<file path="src/rtl/sequencer_fsm_pkg.sv">
// Shared types for the LUT-programmed panel sequencer: state codes, LUT entry layout
// and the helpers that map zero-valued dwell/repeat fields to a single pass.
package sequencer_fsm_pkg;

  localparam int STATE_W  = 3;
  localparam int REPEAT_W = 8;
  localparam int LENGTH_W = 16;
  localparam int ENTRY_W  = 29;

  typedef enum logic [STATE_W-1:0] {
    ST_RST          = 3'd0,
    ST_IDLE         = 3'd1,
    ST_PANEL_STABLE = 3'd2,
    ST_BACK_BIAS    = 3'd3,
    ST_FLUSH        = 3'd4,
    ST_AED_DETECT   = 3'd5,
    ST_EXPOSE_TIME  = 3'd6,
    ST_READOUT      = 3'd7
  } state_t;

  typedef struct packed {
    logic                sof;
    logic                eof;
    logic [LENGTH_W-1:0] data_length;
    logic [REPEAT_W-1:0] repeat_count;
    state_t              next_state;
  } lut_entry_t;

  function automatic logic [REPEAT_W-1:0] eff_repeat(input lut_entry_t e);
    return (e.repeat_count == '0) ? REPEAT_W'(1) : e.repeat_count;
  endfunction

  // Cycles left in a dwell after its first cycle; a zero length still dwells once.
  function automatic logic [LENGTH_W-1:0] dwell_reload(input lut_entry_t e);
    return (e.data_length == '0) ? '0 : e.data_length - LENGTH_W'(1);
  endfunction

  function automatic state_t step_state(input state_t s);
    return (s == ST_RST) ? ST_IDLE : s;
  endfunction

endpackage

</file>
<file path="src/rtl/sequencer_lut_ram.sv">
// Step LUT storage with write pointer/count and an optional sequential readback port
// (present only when SEQUENCER_FSM_LUT_READBACK_EN is defined).
module sequencer_lut_ram
  import sequencer_fsm_pkg::*;
#(
  parameter int LUT_DEPTH = 8,
  parameter int AW        = $clog2(LUT_DEPTH),
  parameter int CW        = $clog2(LUT_DEPTH + 1)
) (
  input  logic               clk,
  input  logic               reset_i,
  input  logic               wr_en,
  input  lut_entry_t         wr_entry,
  input  logic [AW-1:0]      fetch_addr,
  output lut_entry_t         fetch_entry,
  output logic [CW-1:0]      count,
  input  logic               rd_en,
  output logic [ENTRY_W-1:0] rd_data
);

  lut_entry_t    mem [LUT_DEPTH];
  logic [AW-1:0] wr_ptr;
  logic          wr_accept;

  assign wr_accept = wr_en && (count != CW'(LUT_DEPTH));

  // NOTE: the storage array has no reset; the entry count gates its use, so a reset only clears count.
  always_ff @(posedge clk) begin
    if (wr_accept) mem[wr_ptr] <= wr_entry;
  end

  // NOTE: sequential state uses non-blocking assignments only, so every register samples pre-edge values.
  always_ff @(posedge clk or negedge reset_i) begin
    if (!reset_i) begin
      wr_ptr <= '0;
      count  <= '0;
    end else if (wr_accept) begin
      wr_ptr <= (wr_ptr == AW'(LUT_DEPTH - 1)) ? '0 : wr_ptr + AW'(1);
      count  <= count + CW'(1);
    end
  end

  // Combinational fetch lets the FSM chain steps without a bubble cycle.
  assign fetch_entry = mem[fetch_addr];

`ifdef SEQUENCER_FSM_LUT_READBACK_EN
  logic [AW-1:0] rd_ptr;

  always_ff @(posedge clk or negedge reset_i) begin
    if (!reset_i) begin
      rd_ptr  <= '0;
      rd_data <= '0;
    end else if (rd_en) begin
      rd_data <= mem[rd_ptr];
      rd_ptr  <= (rd_ptr == AW'(LUT_DEPTH - 1)) ? '0 : rd_ptr + AW'(1);
    end
  end
`else
  logic unused_rd_en;
  assign unused_rd_en = rd_en;
  assign rd_data      = '0;
`endif

endmodule

</file>
<file path="src/rtl/sequencer_fsm.sv">
// LUT-programmed panel acquisition sequencer: replays loaded steps with dwell/repeat timing.
// Define SEQUENCER_FSM_LUT_READBACK_EN to enable the LUT readback port.
module sequencer_fsm
  import sequencer_fsm_pkg::*;
#(
  parameter int LUT_DEPTH = 8
) (
  input  logic                clk,
  input  logic                reset_i,
  input  logic                lut_wen_i,
  input  logic [ENTRY_W-1:0]  lut_write_data_i,
  input  logic                lut_rden_i,
  output logic [ENTRY_W-1:0]  lut_read_data_o,
  output logic [STATE_W-1:0]  current_state_o,
  output logic                busy_o,
  output logic                sequence_done_o,
  output logic                panel_enable_o,
  output logic                bias_enable_o,
  output logic                flush_enable_o,
  output logic                expose_enable_o,
  output logic                readout_enable_o,
  output logic                aed_enable_o,
  output logic [REPEAT_W-1:0] current_repeat_count_o,
  output logic [LENGTH_W-1:0] current_data_length_o,
  output logic                current_eof_o,
  output logic                current_sof_o
);

  localparam int AW = $clog2(LUT_DEPTH);
  localparam int CW = $clog2(LUT_DEPTH + 1);

  state_t              state_q, state_d;
  logic [AW-1:0]       addr_q, addr_d, fetch_addr;
  lut_entry_t          entry_q, entry_d, fetch_entry;
  logic [LENGTH_W-1:0] dwell_q, dwell_d;
  logic [REPEAT_W-1:0] rep_q, rep_d;
  logic                busy_q, busy_d, done_q, done_d;
  logic [5:0]          en_q, en_d;
  logic [CW-1:0]       count;
  logic                last_step, load;

  sequencer_lut_ram #(.LUT_DEPTH(LUT_DEPTH), .AW(AW), .CW(CW)) u_lut (
    .clk         (clk),
    .reset_i     (reset_i),
    .wr_en       (lut_wen_i && (state_q == ST_RST)),
    .wr_entry    (lut_entry_t'(lut_write_data_i)),
    .fetch_addr  (fetch_addr),
    .fetch_entry (fetch_entry),
    .count       (count),
    .rd_en       (lut_rden_i),
    .rd_data     (lut_read_data_o)
  );

  // The non-busy IDLE cycle always starts the sequence from entry 0.
  assign fetch_addr = busy_q ? addr_q + AW'(1) : '0;
  assign last_step  = entry_q.eof || ((CW'(addr_q) + CW'(1)) == count);

  // NOTE: every signal driven here gets a default first, so no path leaves it unassigned (no latches).
  always_comb begin
    state_d = state_q;
    addr_d  = addr_q;
    entry_d = entry_q;
    dwell_d = dwell_q;
    rep_d   = rep_q;
    busy_d  = busy_q;
    done_d  = 1'b0;
    load    = 1'b0;
    if (state_q == ST_RST) begin
      if (!lut_wen_i && (count != '0)) state_d = ST_IDLE;
    end else if (!busy_q) begin
      load = 1'b1;
    end else if (dwell_q != '0) begin
      dwell_d = dwell_q - LENGTH_W'(1);
    end else if (rep_q > REPEAT_W'(1)) begin
      rep_d   = rep_q - REPEAT_W'(1);
      dwell_d = dwell_reload(entry_q);
    end else if (last_step) begin
      state_d = ST_IDLE;
      addr_d  = '0;
      entry_d = '0;
      rep_d   = '0;
      busy_d  = 1'b0;
      done_d  = 1'b1;
    end else begin
      load = 1'b1;
    end

    if (load) begin
      state_d = step_state(fetch_entry.next_state);
      addr_d  = fetch_addr;
      entry_d = fetch_entry;
      rep_d   = eff_repeat(fetch_entry);
      dwell_d = dwell_reload(fetch_entry);
      busy_d  = 1'b1;
    end

    en_d = {state_d == ST_PANEL_STABLE, state_d == ST_BACK_BIAS, state_d == ST_FLUSH,
            state_d == ST_AED_DETECT, state_d == ST_EXPOSE_TIME, state_d == ST_READOUT};
  end

  always_ff @(posedge clk or negedge reset_i) begin
    if (!reset_i) begin
      state_q <= ST_RST;
      addr_q  <= '0;
      entry_q <= '0;
      dwell_q <= '0;
      rep_q   <= '0;
      busy_q  <= 1'b0;
      done_q  <= 1'b0;
      en_q    <= '0;
    end else begin
      state_q <= state_d;
      addr_q  <= addr_d;
      entry_q <= entry_d;
      dwell_q <= dwell_d;
      rep_q   <= rep_d;
      busy_q  <= busy_d;
      done_q  <= done_d;
      en_q    <= en_d;
    end
  end

  assign current_state_o        = state_q;
  assign busy_o                 = busy_q;
  assign sequence_done_o        = done_q;
  assign {panel_enable_o, bias_enable_o, flush_enable_o,
          aed_enable_o, expose_enable_o, readout_enable_o} = en_q;
  assign current_repeat_count_o = rep_q;
  assign current_data_length_o  = entry_q.data_length;
  assign current_eof_o          = entry_q.eof;
  assign current_sof_o          = entry_q.sof;

endmodule

</file>
<file path="config.mk">
export PLATFORM = sky130hd
export DESIGN_NAME = sequencer_fsm
export DESIGN_NICKNAME = d
export VERILOG_FILES = /design/src/rtl/sequencer_fsm_pkg.sv /design/src/rtl/sequencer_lut_ram.sv /design/src/rtl/sequencer_fsm.sv
export SDC_FILE = /design/constraint.sdc
export NUM_CORES = 1
export LEC_CHECK = 0
export CAP_MARGIN = 20
export CORE_ASPECT_RATIO = 1.4
export CORE_MARGIN = 5
export CORE_UTILIZATION = 30
export CTS_BUF_LIST = sky130_fd_sc_hd__clkbuf_2
export DETAILED_ROUTE_END_ITERATION = 7
export GPL_TIMING_DRIVEN = 0
export HOLD_SLACK_MARGIN = 0.03
export PLACE_DENSITY = 0.5
export SLEW_MARGIN = 0
export SYNTH_ARGS = -nofsm -noshare
export SYNTH_HDL_FRONTEND = slang
export SYNTH_SLANG_ARGS = --single-unit
</file>
<file path="constraint.sdc">
create_clock -name clk -period 4.4 [get_ports clk]
set_clock_uncertainty 0.2 [all_clocks]
set_input_delay 0.66 -clock clk [delete_from_list [all_inputs] [get_ports clk]]
set_output_delay 0.66 -clock clk [all_outputs]
set_load 0.01 [all_outputs]
</file>
==> flow_summary.toml <==
[cells_and_area]
finalNonFillerCells = 1740
nFillCells = 4226
ff_latch_area_um2 = 8540
final_util_pct = 36.5
nets = 1174
drive_gt1_share_pct = 21.6
multi_input_area_um2 = 4300
area_growth_pct = 19.8

[yosys]
synth_cell_types = 83
seq_area_frac_synth_pct = 64.9
yosys_most_used_dff = "edfxtp_1"
ys_ff_latch = 295
yosysWarnings = 0
synth_edf_count = 232
avgSynthCellArea_um2 = 14.1
syn_inst = 934
netlist_area_um2 = 13200
synthArstFlopShare_pct = 21.4

[setup_path]
path_class = "reg -> reg"
path_common_cell = "buf_2"
cp_cell_sequence = "ha_1 > xor2_1 > buf_2 > buf_2 > a2111oi_0 > a221oi_1 > and3_1 > nand4_2 > nand2_4 > o221ai_1"
startpoint = "addr_q[0]"
required_ns = 5.01
crit_slowest_cell = "a221oi_1"
worstReg2RegStart = "addr_q[0]"
start_kind = "flop"
endpoint_kind = "flop"
reg2reg_setup_slack_ns = 0.27
critPathArrivalTime_ns = 4.74
path_max_fanout = 10
slowest_delay_ns = 0.91

[grt]
grt-ovfl-total = 0
use_met1_pct = 16.7
grt_pass1_vias = 8877
grt_usage_pct = 14.7
grt_max_degree = 64
global_route.usage.met3_pct = 3.36
grt_pass1_wl_mm = 54.1
met2_usage_pct = 26.2
antenna_found_initial = 2
busiest_layer = "met2"

[power]
powerDensity_nw_per_um2 = 394
irDropWorstVdd_mv = 0.131
total_power_mw = 6.21
power_leakage_nw = 5.65

[floorplan]
fp-row-count = 90
num_io_pins = 99
design.die.area_um2 = 48300
initial_core_util_pct = 30.5
die_width_um = 187
fp.dieH_um = 258
design.core.area_um2 = 43200

[clock_network]
path_clk_slew_ns = 0.11
cts_max_level = 3
clk_latency_ns = 0.97
cts_buffers = 72
cts_tree = "done"
root_buffer = "clkbuf_2"
cts_buffer_depth = 3
cts.sinks = 295

[sta]
hold_viol = 0
rsz0062_at_grt = "false"
worstMarginPinSlew_ns = 1.16
period_share_pct = 94.0
timing.slew.headroom_pct = 22.2
setup_viol = 0
period_minus_slack_ns = 4.13
slew_viol_final = 0
max_clock_freq_mhz = 242

[placement]
io_buffers = 68
dp_hpwl_mm = 25.1
gp_congestion = 0.849
place_inst = 1607

[routing]
via_per_inst = 4.97
ant_nets = 0
wl_per_cell_um = 20.6
drtIter0Drc = 583
drcViolationCount = 0
routed_wl_mm = 35.8
firstDrtPassIters = 5
num_vias = 8642

[worst_hold_path]
worstHoldStart = "lut_write_data_i[10]"
hp-class = "in -> reg"

[status]
outcome = "completed"

[flow_run]
cap_violations = 0
==> synth_stat cells, drive strengths merged, types with 12 or more instances <==
master / count / area [um2]
a21oi: 24 / 120
a221oi: 16 / 140
a22o: 13 / 114
a22oi: 15 / 113
buf: 53 / 365
clkbuf: 24 / 91.3
dfrtp: 63 / 1580
edfxtp: 232 / 6970
inv: 18 / 67.6
mux2i: 28 / 280
mux4: 27 / 608
nand2: 61 / 231
nand3: 14 / 70.1
nor2: 56 / 213
nor3: 22 / 110
o21ai: 58 / 290
xnor2: 22 / 200
xor2: 12 / 105
==> power by group <==
group / internal (mW) / leakage [nW] / switching [mW]
clock network: 0.745 / 0.502 / 1.14
registers: 3.13 / 2.88 / 0.170
logic: 0.467 / 2.27 / 0.561
==> worst max-delay path, delay by kind of cell, from the launching register on <==
kind | cells | cell delay (ns)
AO/OA/AOI/OAI | 3 | 1.20
XOR/XNOR | 1 | 0.33
adder cells (fa/ha/maj) | 1 | 0.27
buffers and inverters | 2 | 0.66
flip-flops | 1 | 0.45
AND/OR/NAND/NOR | 3 | 0.86
==> per-layer routing <==
layer,part of all wire [%],vias to the layer above
li1,-,4043
met1,40,4270
met2,52,266
met3,5.1,63
met4,3.1,0
met5,0,-
==> what timing repair did <==
| item | 4_1_cts | 5_1_grt |
|---|---|---|
| endpoints found under the setup margin | 15 | 13 |
| endpoints found under the hold margin | 63 | 0 |
| setup buffers | 0 | 0 |
| cloned | 0 | 0 |
| hold buffers | 2 | 0 |
| resized for setup | 4 | 8 |
==> registers in the layout, indices dropped and copies added (netlist names) <==
register	flops
current_state_o	3
u_lut.count	4
current_data_length_o	16
u_lut.mem	232
sequence_done_o	1
current_eof_o	1
busy_o	1
addr_q	3
current_sof_o	1
u_lut.wr_ptr	3
en_q	6
dwell_q	16
current_repeat_count_o	8
==> final cells by class <==
class                   count  area share, %
diodes                      2         0.0317
plain buffers              76           2.91
clock buffers              99           3.14
clock inverters            31           1.24
inverters                  18          0.428
multi-input cells         572           27.2
flip-flops and latches    295           54.1
well taps                 552           4.38
repair buffers             95           6.52
==> cells by family after synthesis <==
group	synth area share, %
multiplexers	7.68
XOR/XNOR	2.32
AO/OA/AOI/OAI	11.0
buffers and inverters	3.98
AND/OR/NAND/NOR	9.06
flip-flops	64.9
adder cells (fa/ha/maj)	1.04
other	0.0285
==> path summary, 6_finish.rpt <==
path	depth (start not counted)	to
setup / recovery	10	dwell_q[14]
hold / removal	1	u_lut.mem[0][10]
setup reg to reg	10	dwell_q[14]
hold reg to reg	2	dwell_q[15]
max in group asynchronous	4	current_state_o[0]
min in group asynchronous	4	u_lut.wr_ptr[0]
==> metrics by stage <==
stage	setup TNS (ns)	worst slack [ns]	area [um2]	hold slack (ns)
5_1_grt	0	0.0298	15800	0.145
6_report	0	0.266	15800	0.231
3_5_place_dp	-1.94	-0.237	15000	0.321
4_1_cts	0	0.0205	15800	0.105
2_1_floorplan	0	0.187	13300	0.164
3_3_place_gp	-451.98	-2.73	14700	0.310
==> cells in the final DEF (no fill, tap or decap), types with 11 or more instances in the layout <==
cell type and instances:
o21ai_0 57, buf_6 16, a21oi_1 24, nand3_1 14, ha_1 11, mux4_2 27, conb_1 29, buf_4 34
edfxtp_1 232, a22o_1 13, mux2i_1 28, clkdlybuf4s50_1 67, nor2_1 52, clkbuf_1 19, clkbuf_2 102, a22oi_1 15
xnor2_1 21, a221oi_1 15, inv_1 18, buf_2 18, xor2_1 12, nand2_1 60, dfrtp_1 63, clkinv_1 21
nor3_1 18
(Power assumes the default switching activity.)
